<file path="config.mk">
export PLATFORM = sky130hd
export DESIGN_NAME = dsp48a1_dot_seq
export DESIGN_NICKNAME = d
export VERILOG_FILES = /design/src/rtl/dsp48a1_dot_pkg.sv /design/src/rtl/dsp48a1_opm_delay.sv /design/src/rtl/dsp48a1_dot_seq.sv
export SDC_FILE = /design/constraint.sdc
export NUM_CORES = 1
export LEC_CHECK = 0
export ABC_AREA = 0
export CAP_MARGIN = 25
export CORE_MARGIN = 2
export CORE_UTILIZATION = 41
export DETAILED_ROUTE_END_ITERATION = 12
export HOLD_SLACK_MARGIN = 0.05
export PLACE_DENSITY = 0.78
export SLEW_MARGIN = 10
export SYNTH_ARGS = -nofsm -noshare
export SYNTH_HDL_FRONTEND = slang
export SYNTH_HIERARCHICAL = 1
export SYNTH_SLANG_ARGS = --single-unit
export TNS_END_PERCENT = 20
</file>
<file path="constraint.sdc">
create_clock -name CLK -period 2.15 [get_ports CLK]
set_input_delay 0.215 -clock CLK [delete_from_list [all_inputs] [get_ports CLK]]
set_output_delay 0.215 -clock CLK [all_outputs]
set_load 0.01 [all_outputs]
</file>
<file path="src/rtl/dsp48a1_dot_pkg.sv">
// Shared constants for the DSP48A1 dot-product sequencer: operand widths, OPMODE codes, FSM states.
// FIRST/ACC carry the pre-adder select bit when DSP48A1_DOT_SEQ_PREADD_EN is defined.
package dsp48a1_dot_pkg;

  localparam int DATA_W = 18;
  localparam int ACC_W  = 48;
  localparam int OPM_W  = 8;

`ifdef DSP48A1_DOT_SEQ_PREADD_EN
  localparam logic [OPM_W-1:0] OPM_FIRST = 8'b0001_0001;
  localparam logic [OPM_W-1:0] OPM_ACC   = 8'b0001_1001;
`else
  localparam logic [OPM_W-1:0] OPM_FIRST = 8'b0000_0001;
  localparam logic [OPM_W-1:0] OPM_ACC   = 8'b0000_1001;
`endif
  localparam logic [OPM_W-1:0] OPM_HOLD  = 8'b0000_1000;
  localparam logic [OPM_W-1:0] OPM_IDLE  = 8'b0000_0000;

  typedef enum logic [1:0] {
    S_IDLE,
    S_ACC,
    S_DRAIN,
    S_HOLD
  } state_t;

endpackage

</file>
<file path="src/rtl/dsp48a1_opm_delay.sv">
// OPMODE shift register: delays each launched code so it meets M at the slice post-adder.
module dsp48a1_opm_delay
  import dsp48a1_dot_pkg::*;
#(
  parameter int OPM_LAT = 1
) (
  input  logic             clk,
  input  logic             rst,
  input  logic [OPM_W-1:0] opm_in,
  output logic [OPM_W-1:0] opm_out
);

  logic [OPM_W-1:0] opm_p1 [OPM_LAT];

  always_ff @(posedge clk) begin
    if (rst) begin
      for (int i = 0; i < OPM_LAT; i++) opm_p1[i] <= OPM_IDLE;
    end else begin
      opm_p1[0] <= opm_in;
      for (int i = 1; i < OPM_LAT; i++) opm_p1[i] <= opm_p1[i-1];
    end
  end

  assign opm_out = opm_p1[OPM_LAT-1];

endmodule

</file>
<file path="src/rtl/dsp48a1_dot_seq.sv">
// Dot-product sequencer: steers a DSP48A1 slice to accumulate sum(A*B) and returns the captured P.
// Optional pre-adder path (IN_D/DSP_D, term A*(D+B)) is enabled by DSP48A1_DOT_SEQ_PREADD_EN.
module dsp48a1_dot_seq
  import dsp48a1_dot_pkg::*;
#(
  parameter int P_LAT   = 3,
  parameter int OPM_LAT = 1,
  parameter int CNT_W   = 16
) (
  input  logic              CLK,
  input  logic              RST,
  input  logic              IN_VALID,
  output logic              IN_READY,
  input  logic [DATA_W-1:0] IN_A,
  input  logic [DATA_W-1:0] IN_B,
  input  logic              IN_LAST,
`ifdef DSP48A1_DOT_SEQ_PREADD_EN
  input  logic [DATA_W-1:0] IN_D,
  output logic [DATA_W-1:0] DSP_D,
`endif
  output logic [DATA_W-1:0] DSP_A,
  output logic [DATA_W-1:0] DSP_B,
  output logic [OPM_W-1:0]  DSP_OPMODE,
  output logic              DSP_CE,
  output logic              DSP_RST,
  input  logic [ACC_W-1:0]  DSP_P,
  output logic              RES_VALID,
  input  logic              RES_READY,
  output logic [ACC_W-1:0]  RES_P,
  output logic [CNT_W-1:0]  RES_CNT
);

  localparam int DCW = (P_LAT < 1) ? 1 : $clog2(P_LAT + 1);

  function automatic logic [CNT_W-1:0] sat_inc(input logic [CNT_W-1:0] v);
    return (v == '1) ? v : v + 1'b1;
  endfunction

  state_t           state, state_nxt;
  logic [DCW-1:0]   drain_cnt;
  logic [OPM_W-1:0] code_nxt, code_p0;
  logic signed [DATA_W-1:0] a_p0, b_p0;
  logic [ACC_W-1:0] res_p;
  logic [CNT_W-1:0] res_cnt;
  logic             ce, dsp_rst;
  logic             xfer;

  assign IN_READY = !RST && (state == S_IDLE || state == S_ACC);
  assign xfer     = IN_VALID && IN_READY;

  always_comb begin
    state_nxt = state;
    code_nxt  = OPM_IDLE;
    case (state)
      S_IDLE: begin
        if (xfer) begin
          code_nxt  = OPM_FIRST;
          state_nxt = IN_LAST ? S_DRAIN : S_ACC;
        end
      end
      S_ACC: begin
        if (xfer) begin
          code_nxt = OPM_ACC;
          if (IN_LAST) state_nxt = S_DRAIN;
        end else begin
          // Bubble: keep P unchanged so gaps in the stream do not disturb the sum.
          code_nxt = OPM_HOLD;
        end
      end
      S_DRAIN: begin
        code_nxt = OPM_HOLD;
        if (drain_cnt == '0) state_nxt = S_HOLD;
      end
      S_HOLD: begin
        if (RES_READY) state_nxt = S_IDLE;
      end
      default: state_nxt = S_IDLE;
    endcase
  end

  // Stage p0: operand/code launch into the slice, control state, result capture
  always_ff @(posedge CLK) begin
    if (RST) begin
      state     <= S_IDLE;
      drain_cnt <= '0;
      code_p0   <= OPM_IDLE;
      a_p0      <= '0;
      b_p0      <= '0;
      res_p     <= '0;
      res_cnt   <= '0;
      ce        <= 1'b0;
    end else begin
      state   <= state_nxt;
      code_p0 <= code_nxt;
      ce      <= 1'b1;
      if (xfer) begin
        a_p0    <= IN_A;
        b_p0    <= IN_B;
        res_cnt <= (state == S_IDLE) ? {{(CNT_W-1){1'b0}}, 1'b1} : sat_inc(res_cnt);
      end
      // Counter is preloaded outside S_DRAIN, so it starts at P_LAT on entry.
      if (state != S_DRAIN) drain_cnt <= DCW'(P_LAT);
      else if (drain_cnt != '0) drain_cnt <= drain_cnt - 1'b1;
      if (state == S_DRAIN && drain_cnt == '0) res_p <= DSP_P;
    end
  end

  always_ff @(posedge CLK) begin
    dsp_rst <= RST;
  end

`ifdef DSP48A1_DOT_SEQ_PREADD_EN
  logic signed [DATA_W-1:0] d_p0;

  always_ff @(posedge CLK) begin
    if (RST) d_p0 <= '0;
    else if (xfer) d_p0 <= IN_D;
  end

  assign DSP_D = d_p0;
`endif

  // Stage p1..: OPMODE trails the operands so it lines up with M inside the slice
  dsp48a1_opm_delay #(
    .OPM_LAT(OPM_LAT)
  ) u_opm_delay (
    .clk    (CLK),
    .rst    (RST),
    .opm_in (code_p0),
    .opm_out(DSP_OPMODE)
  );

  assign DSP_A     = a_p0;
  assign DSP_B     = b_p0;
  assign DSP_CE    = ce;
  assign DSP_RST   = dsp_rst;
  assign RES_VALID = (state == S_HOLD);
  assign RES_P     = res_p;
  assign RES_CNT   = res_cnt;

endmodule
</file>
# Yosys cells after proc, flatten, opt, wreduce, memory -nomap -nowiden
# Memories as Yosys holds them, arrays and structs flattened.
# Cells that the tools add are included.
[word_totals]
mem_count = 1
output_inout_bits = 112
regBits = 114
ramBits = 8
[mem_list]
columns = ["memory", "depth", "word_bits", "read_ports", "rd_clocked_by_memory_dff", "wr", "line", "rtl"]
rows = [
  ["u_opm_delay.opm_p1", 1, 8, 1, 0, 1, "dsp48a1_opm_delay.sv:13", "logic [OPM_W-1:0] opm_p1 [OPM_LAT];"],
]
[classes]
muxes = 19
eq_ne = 11
reduce_logical = 12
addsub = 2
[ops]
columns = ["op", "n"]
rows = [
  ["$mux 16", 2],
  ["$add 16x1->16 const B", 1],
  ["$eq 16x16->1 const B", 1],
  ["$mux 2", 8],
  ["$ne 2x2->1 const B", 6],
  ["$pmux 4 s3", 1],
  ["$mux 8", 1],
  ["$pmux 2 s4", 1],
  ["$reduce_or 8->1", 1],
  ["$mux 1", 6],
  ["$reduce_and 5->1", 1],
  ["$eq 2x2->1 const B", 2],
  ["$logic_not 2->1", 2],
  ["$reduce_bool 2->1", 2],
  ["$logic_and 1x1->1", 3],
  ["$eq 2x1->1 const B", 1],
  ["$ne 2x1->1 const B", 1],
  ["$reduce_and 2->1", 1],
  ["$sub 2x1->2 const B", 1],
  ["$logic_not 1->1", 1],
  ["$logic_or 1x1->1", 1],
]

# Depth between registers and ports, before layout
# Gate-level depths: netlist (run 1).
[logic_depth]
depth_word = 6
depth_mapped = 8
mapped_depth_nobuf = 7

# Modules after synthesis
# Netlist (run 1), hierarchy kept.
[by_module_without_submodules]
columns = ["mod", "instances", "seq_area_each_um2", "area_per_inst_um2", "cells_each"]
rows = [
  ["dsp48a1_dot_seq", 1, 2162.1, 4186.5, 522],
  ["dsp48a1_opm_delay", 1, 160.2, 210.2, 16],
]

# Worst setup path before layout (run 1)
# Ideal clock, no wire load.
[synth_path]
kind = "flip-flop to flip-flop"
from = "register res_cnt[0], in the netlist RES_CNT[0]"
to = "register res_cnt[0], in the netlist RES_CNT[0]"
t_required_ns = 2.035
setup_ns = 0.115
synth_period_minus_slack_ns = 1.912
setup_slack_ns = 0.238
stages_incl_launch_ff = 7
t_arrival_ns = 1.797
path_cell_list = "dfxtp_1 ha_1 nand3_2 or4_4 nor3_4 nor2_1 o21a_1"
[synth_between]
elab_chain_cells = 3
[synth_rtl]
columns = ["element", "line", "rtl"]
rows = [
  ["start, declared", "dsp48a1_dot_seq.sv:44", "logic [CNT_W-1:0] res_cnt;"],
  ["start signal, assigned", "dsp48a1_dot_seq.sv:99", "res_cnt <= (state == S_IDLE) ? {{(CNT_W-1){1'b0}}, 1'b1} : sat_inc(res_cnt);"],
  ["$add 16x1->16 or $eq 16x16->1 (tied branches)", "dsp48a1_dot_seq.sv:36", "return (v == '1) ? v : v + 1'b1;"],
  ["$mux 16 or $ne 2x2->1 (tied branches)", "--", ""],
  ["$mux 16 or $reduce_and 2->1 (tied branches)", "--", ""],
]
# Parallel ways exist; a longest one is shown, timed or not. The select of a mux whose other input is x is not followed.
# A chain may end at the register's enable or synchronous reset.

# Worst setup path in the final report (run 1)
# Same ends and word-level chain as after synthesis.

==> results.toml, run 1 <==
[sta]
maxSlewViolCount = 0
fin_setup_tns_ns = 0
hold_viol_final = 0
fin_skew_ns = 0.00629
setup_viol = 0
fmax_ghz = 0.486
hold_ws_ns = 0.249
fin_crit_ns = 2.06
grt_setup_unrepaired = "no"
fin_crit_sh_pct = 95.8

[clock_network]
cts_num_sinks = 116
clkSlewWorstSetupHoldPaths_ns = 0.06
post_cts_buffers = 0
cts.htree.levels = 4
cts_buffers = 17
clockBufferDepth = 2
cts_tree = "built"
clk_latency_ns = 0.51
ctsRootBufferMaster = "clkbuf_8"

[synthesis]
synth_ff_type = "dfxtp_1"
synth-seq-cells = 116
syn_area_um2 = 4400
avgSynthCellArea_um2 = 8.17
yosysWarnings = 6
postSynthCellCount = 538
seq_area_frac_synth_pct = 52.8
netlist-cell-type-count = 51
synth-edff-count = 0
async_reset_ff_share_pct = 0

[die]
die_area_um2 = 11600
core-area_um2 = 10400
die_w_um = 108
row_count = 37
initial_core_util_pct = 42.4
die_h_um = 108
ios = 201

[global_routing]
antenna_found_initial = 0
grt_first_pass_wirelength_um = 20300
grt_start_max_net_pins = 61
grt_usage_pct = 22.1
grt_overflow = 0
grt_pass1_vias = 4347

[power]
clock_power_share_pct = 38.8
intPower_mw = 4.91
p_seq_share_pct = 37.1
powerDensity_nw_per_um2 = 963
leakage_nw = 2.58
p_switching_mw = 1.99
share_comb_of_total_power_pct = 24.1
swShare_pct = 28.9
ir_worst_vdd_mv = 0.610

[setup_path]
critical_path_class = "register to register"
cp-start-kind = "register"
end_kind = "register"
crit_path_max_fanout = 6
required_ns = 2.55
arrival_ns = 2.46

[finish]
nNetsFinal = 844
fillCellCount = 856
final_area_um2 = 7160
area_growth_syn_to_layout_pct = 62.9
num_antenna_cells = 0
drive_gt1_share_pct = 8.67

[detailed_routing]
wire_per_inst_um = 14.1
vias = 4388
drc = 0
drt_pre_antenna_iters = 6
drtIter0Drc = 233
viasPerCell = 4.89
drtAntennaViolNets = 0
totalWireLength_um = 12700

[flow_run]
max-cap-violations = 0

[placement]
io_buffers = 200
dp_hpwl_um = 9150
gp_congestion = 0.857
place_area_um2 = 6580

[run_status]
status = "finished, final reports clean"

[min_path]
hp-class = "input port to register"
[sequential cells by signal (all words and copies together) (netlist names)]
name	count
RES_P	48
DSP_A	18
DSP_B	18
RES_CNT	16
u_opm_delay/opm_p1	8
code_p0	2
drain_cnt	2
state	2
DSP_CE	1
DSP_RST	1
[critical path, stage by stage, from the launching register on]
cell and delay [ns]:
dfxtp_1 0.42, ha_1 0.27, nand3_2 0.13, or4_4 0.59, nor3_4 0.31, nor2_1 0.07, o21a_1 0.17
[power groups by stage]
| stage | Sequential, mW | Combinational [mW] | Clock, mW |
|---|---|---|---|
| after floorplan | 2.70 | 0.682 | 0 |
| after global placement | 2.59 | 1.62 | 0 |
| after detailed placement | 2.60 | 1.65 | 0 |
| after CTS | 2.56 | 1.66 | 2.72 |
| after global routing | 2.59 | 1.84 | 2.84 |
| final | 2.56 | 1.66 | 2.67 |
[repair_timing]
action | in CTS | in global routing
endpoints found under the hold margin | 3 | 0
gates resized for setup | 2 | 1
setup endpoints to repair | 1 | 1
hold buffers | 1 | 0
[path summary, 6_finish.rpt]
check	cells after the start	endpoint	startpoint	slack, ns
setup / recovery	6	RES_CNT[0]$_SDFFE_PP0P_	RES_CNT[0]$_SDFFE_PP0P_	0.09
hold / removal	3	RES_P[19]$_SDFFE_PP0P_	DSP_P[19]	0.25
setup reg to reg	6	RES_CNT[0]$_SDFFE_PP0P_	RES_CNT[0]$_SDFFE_PP0P_	0.09
hold reg to reg	1	u_opm_delay/opm_p1[0][3]$_SDFF_PP0_	code_p0[3]$_SDFF_PP0_	0.44
[placed cells by master (no fill, tap or decap), drive strengths merged, types with 5 or more instances in the layout]
master and n:
clkdlybuf4s50 198, buf 17, dfxtp 116, nand2 182, a21oi 60, nor2b 11
nand4 5, clkinv 8, ha 7, nand3 12, conb 6, or4 5
o21ai 44, nor2 14, clkbuf 17, inv 12
[cell usage after synthesis (all sizes together), types with 3 or more instances]
cell type	count	area, µm²
nand4	5	37.5
dfxtp	116	2320
ha	7	87.6
o21ai	44	220
nand3	12	75.1
a31oi	4	25.0
nor3	4	31.3
or4	5	41.3
clkbuf	27	111
inv	10	37.5
a211oi	3	27.5
buf	4	23.8
nor2b	11	68.8
nor2	14	55.1
a21oi	60	304
nor4	3	31.3
nand2	182	683
[layout make-up]
type	count	area, µm²	share of cell area (%)
Clock inverter	15	158	2.20
Tap cell	136	170	2.38
Clock buffer	17	414	5.78
Multi-Input combinational cell	385	1930	27.0
Sequential cell	116	2320	32.4
Inverter	11	41.3	0.576
Timing Repair Buffer	217	2130	29.7
[cells by family (layout without fill, tap and decap cells)]
| kind of cell | Yosys count | after routing | synth area share (%) |
|---|---|---|---|
| buffers and inverters | 42 | 260 | 4.01 |
| flip-flops | 116 | 116 | 52.8 |
| AO/OA/AOI/OAI | 128 | 128 | 16.4 |
| multiplexers | 1 | 1 | 0.256 |
| other | 1 | 6 | 0.0853 |
| adder cells (fa/ha/maj) | 7 | 7 | 1.99 |
| AND/OR/NAND/NOR | 242 | 242 | 24.2 |
| XOR/XNOR | 1 | 1 | 0.199 |
[per-stage QoR]
step	power [mW]	util (%)	setup WS, ns	std cells
after floorplan	3.39	-	0.238	543
after global placement	4.20	63.4	0.175	864
after detailed placement	4.25	63.4	0.131	864
after CTS	6.95	69.0	0.0943	897
after global routing	7.26	69.1	0.00473	897
final	6.90	69.1	0.0906	897
[per-layer routing]
| layer | wire length (µm) | GRT usage [%] |
|---|---|---|
| met1 | 5150 | 24.5 |
| met2 | 6190 | 37.8 |
| met3 | 1190 | 9.38 |
| met4 | 162 | 7.60 |
| met5 | 0 | 0 |
Power figures use the tool's default switching activity.
==> run 2: changes to the inputs <==
--- a/config.mk
+++ b/config.mk
@@ -6,7 +6,7 @@
 export NUM_CORES = 1
 export LEC_CHECK = 0
 export ABC_AREA = 0
-export CAP_MARGIN = 25
+export CAP_MARGIN = 20
 export CORE_MARGIN = 2
 export CORE_UTILIZATION = 41
 export DETAILED_ROUTE_END_ITERATION = 12
==> results of run 2 <==
The final DEF is identical to that of run 1; final timing and power are the same.
==> variant, RTL diff (flow settings as in run 1) <==
Register the output `RES_CNT` once more, with the module's reset; this adds one clock of latency there. The other outputs are not delayed to match.
--- a/src/rtl/dsp48a1_dot_seq.sv
+++ b/src/rtl/dsp48a1_dot_seq.sv
@@ -136,6 +136,12 @@
   assign DSP_RST   = dsp_rst;
   assign RES_VALID = (state == S_HOLD);
   assign RES_P     = res_p;
-  assign RES_CNT   = res_cnt;
+  always_ff @(posedge CLK) begin
+    if (RST) begin
+      RES_CNT <= '0;
+    end else begin
+      RES_CNT <= res_cnt;
+    end
+  end
 
 endmodule
Check against the original RTL: not equivalent (Yosys sat finds a counterexample within 4 cycles, from zero or initial values and one cycle with RST high).
==> variant against run 1 <==
- area after synthesis is 9.6% higher
- register-to-register slack better by 0.05 ns
- first-iteration DRC count grew 3.9%
- design area grew 6.2%
- routed wire length up 3.5%
- global-route usage down 1.3 points
- clock power grew 5%
- power grew 8.4%
- clock skew is essentially flat
- worst setup slack gained 0.031 ns
- sequential cell count increased by 16
- synthesized cell count increased by 7.2%
==> variant: results (changes against run 1) <==
Parameter                              Value

Yosys
  Adder-cell share of the synthesized area    0.01817 (was 0.01992)
  Parity-gate share of the synthesized area counting xor and xnor cells    0.001817 (was 0.001992)
  Multiplexer share of the synthesized area    0.01739 (was 0.002561)
  Synth top cells by count    182 x sky130_fd_sc_hd__nand2_1, 132 x sky130_fd_sc_hd__dfxtp_1, 59 x sky130_fd_sc_hd__a21oi_1, 38 x sky130_fd_sc_hd__o21ai_0, 28 x sky130_fd_sc_hd__clkbuf_1 (was 182 x sky130_fd_sc_hd__nand2_1, 116 x sky130_fd_sc_hd__dfxtp_1, 59 x sky130_fd_sc_hd__a21oi_1, 40 x sky130_fd_sc_hd__o21ai_0, 26 x sky130_fd_sc_hd__clkbuf_1)
  Yosys cell types    49 (was 51)
  Post-synthesis instance total    577 (was 538)
  Post-synthesis compound-gate area fraction    0.1459 (was 0.1639)

Global routing
  Largest net degree at the start of global routing    75 (was 61)
  First-pass GRT wire length    21160 um (was 20290 um)

Placed design
  Placed Cells    902 (was 864)

Final layout
  Count of nets after finishing    874 (was 844)
  Fraction of layout instances using a drive strength above 1    0.06591 (was 0.08673)

Pwr
  Leakage power    0.002777 uW (was 0.002577 uW)
  Switching part of the total    0.2670 (was 0.2887)

Routing
  Number of iterations in the first detailed-routing pass    4 (was 6)
  Post-detailed-route wirelength per cell    14.09 um (was 14.14 um)
  Vias after detailed routing    4556 (was 4388)
  DRT iter0 DRCs    242 (was 233)
  Mean number of vias per cell    4.888 (was 4.892)

Run status
  Outcome    finished, final reports clean (unchanged)

Setup path
  CP top delay family    buffers and inverters (was simple AND/OR/NAND/NOR gates)
  Maximum net fanout on the critical path    4 (was 6)
  Signal arrival time at the worst endpoint    1.81 ns (was 2.46 ns)
  CP max stage cell    sky130_fd_sc_hd__clkdlybuf4s50_1 (was sky130_fd_sc_hd__or4_4)

Clock tree
  Clock latency on the worst-skew pair    0.41 ns (was 0.51 ns)
==> variant: tightest hold or removal path: stages <==
cell and delay [ns]:
sky130_fd_sc_hd__buf_2 0.13, sky130_fd_sc_hd__buf_4 0.21, sky130_fd_sc_hd__a21oi_1 0.05
==> variant: through the flow <==
stage	power, uW	setup WS [ns]	hold slack [ns]	instance area [um2]	util
after floorplan	3758	0.3601	0.2427	4838	-
after global placement	4569	0.2746	0.4172	6992	0.6097
after detailed placement	4642	0.1589	0.4204	6992	0.6097
after CTS	7490	0.004881	0.2285	7575	0.6606
after global routing	7875	0.002245	0.2531	7606	0.6633
final	7480	0.1214	0.2507	7606	0.6633
==> variant: cell families (layout without fill, tap and decap cells) <==
| logic type | Yosys count | in the layout |
|---|---|---|
| simple gates | 257 | 257 |
| flops | 132 | 132 |
| mux | 8 | 8 |
| buf+inv | 45 | 252 |
| fa+ha+maj | 7 | 7 |
| compound gates | 126 | 126 |
| xor+xnor | 1 | 1 |
| other cells | 1 | 6 |
==> variant: routing by layer <==
layer | up-vias | share of wire | wire length [um] | GRT usage
li1 | 2296 | - | - | -
met4 | 0 | 0.026 | 340 | 0.09756
met3 | 22 | 0.089 | 1170 | 0.08207
met2 | 194 | 0.48 | 6292 | 0.3486
met1 | 2044 | 0.41 | 5325 | 0.2325
met5 | - | 0 | 0 | 0
==> variant: worst paths after layout <==
check / slack (ns) / start / endpoint
worst max register to register: 0.14 / res_cnt[0]$_SDFFE_PP0P_ / res_cnt[1]$_SDFFE_PP0P_
worst max-delay path: 0.12 / state[0]$_SDFFE_PP0P_ / IN_READY
worst min-delay path: 0.25 / RST / drain_cnt[1]$_SDFFE_PP0N_
worst min register to register: 0.44 / code_p0[0]$_SDFF_PP0_ / u_opm_delay/opm_p1[0][0]$_SDFF_PP0_
==> variant: final cells by class <==
type,count,share of cell area
clock buffers,27,0.06745
clock inverters,3,0.008883
inverters,10,0.004935
multi-input cells,405,0.2716
flip-flops and latches,132,0.3476
well taps,143,0.02352
repair buffers,212,0.2760
==> variant: power groups by stage <==
stage	sequential, uW	combinational [uW]	clock, uW
2_1_floorplan	3020	735	0
3_5_place_dp	2920	1720	0
5_1_grt	2920	1960	2990
4_1_cts	2880	1740	2870
6_report	2880	1790	2810
3_3_place_gp	2910	1660	0
==> variant: what timing repair did <==
| action | CTS | global route |
|---|---|---|
| pin swaps | 1 | 0 |
| endpoints found under the setup margin | 1 | 1 |
| resized for setup | 1 | 7 |
| buffers inserted | 0 | 0 |
| gates cloned | 0 | 0 |
| hold endpoints to repair | 0 | 0 |
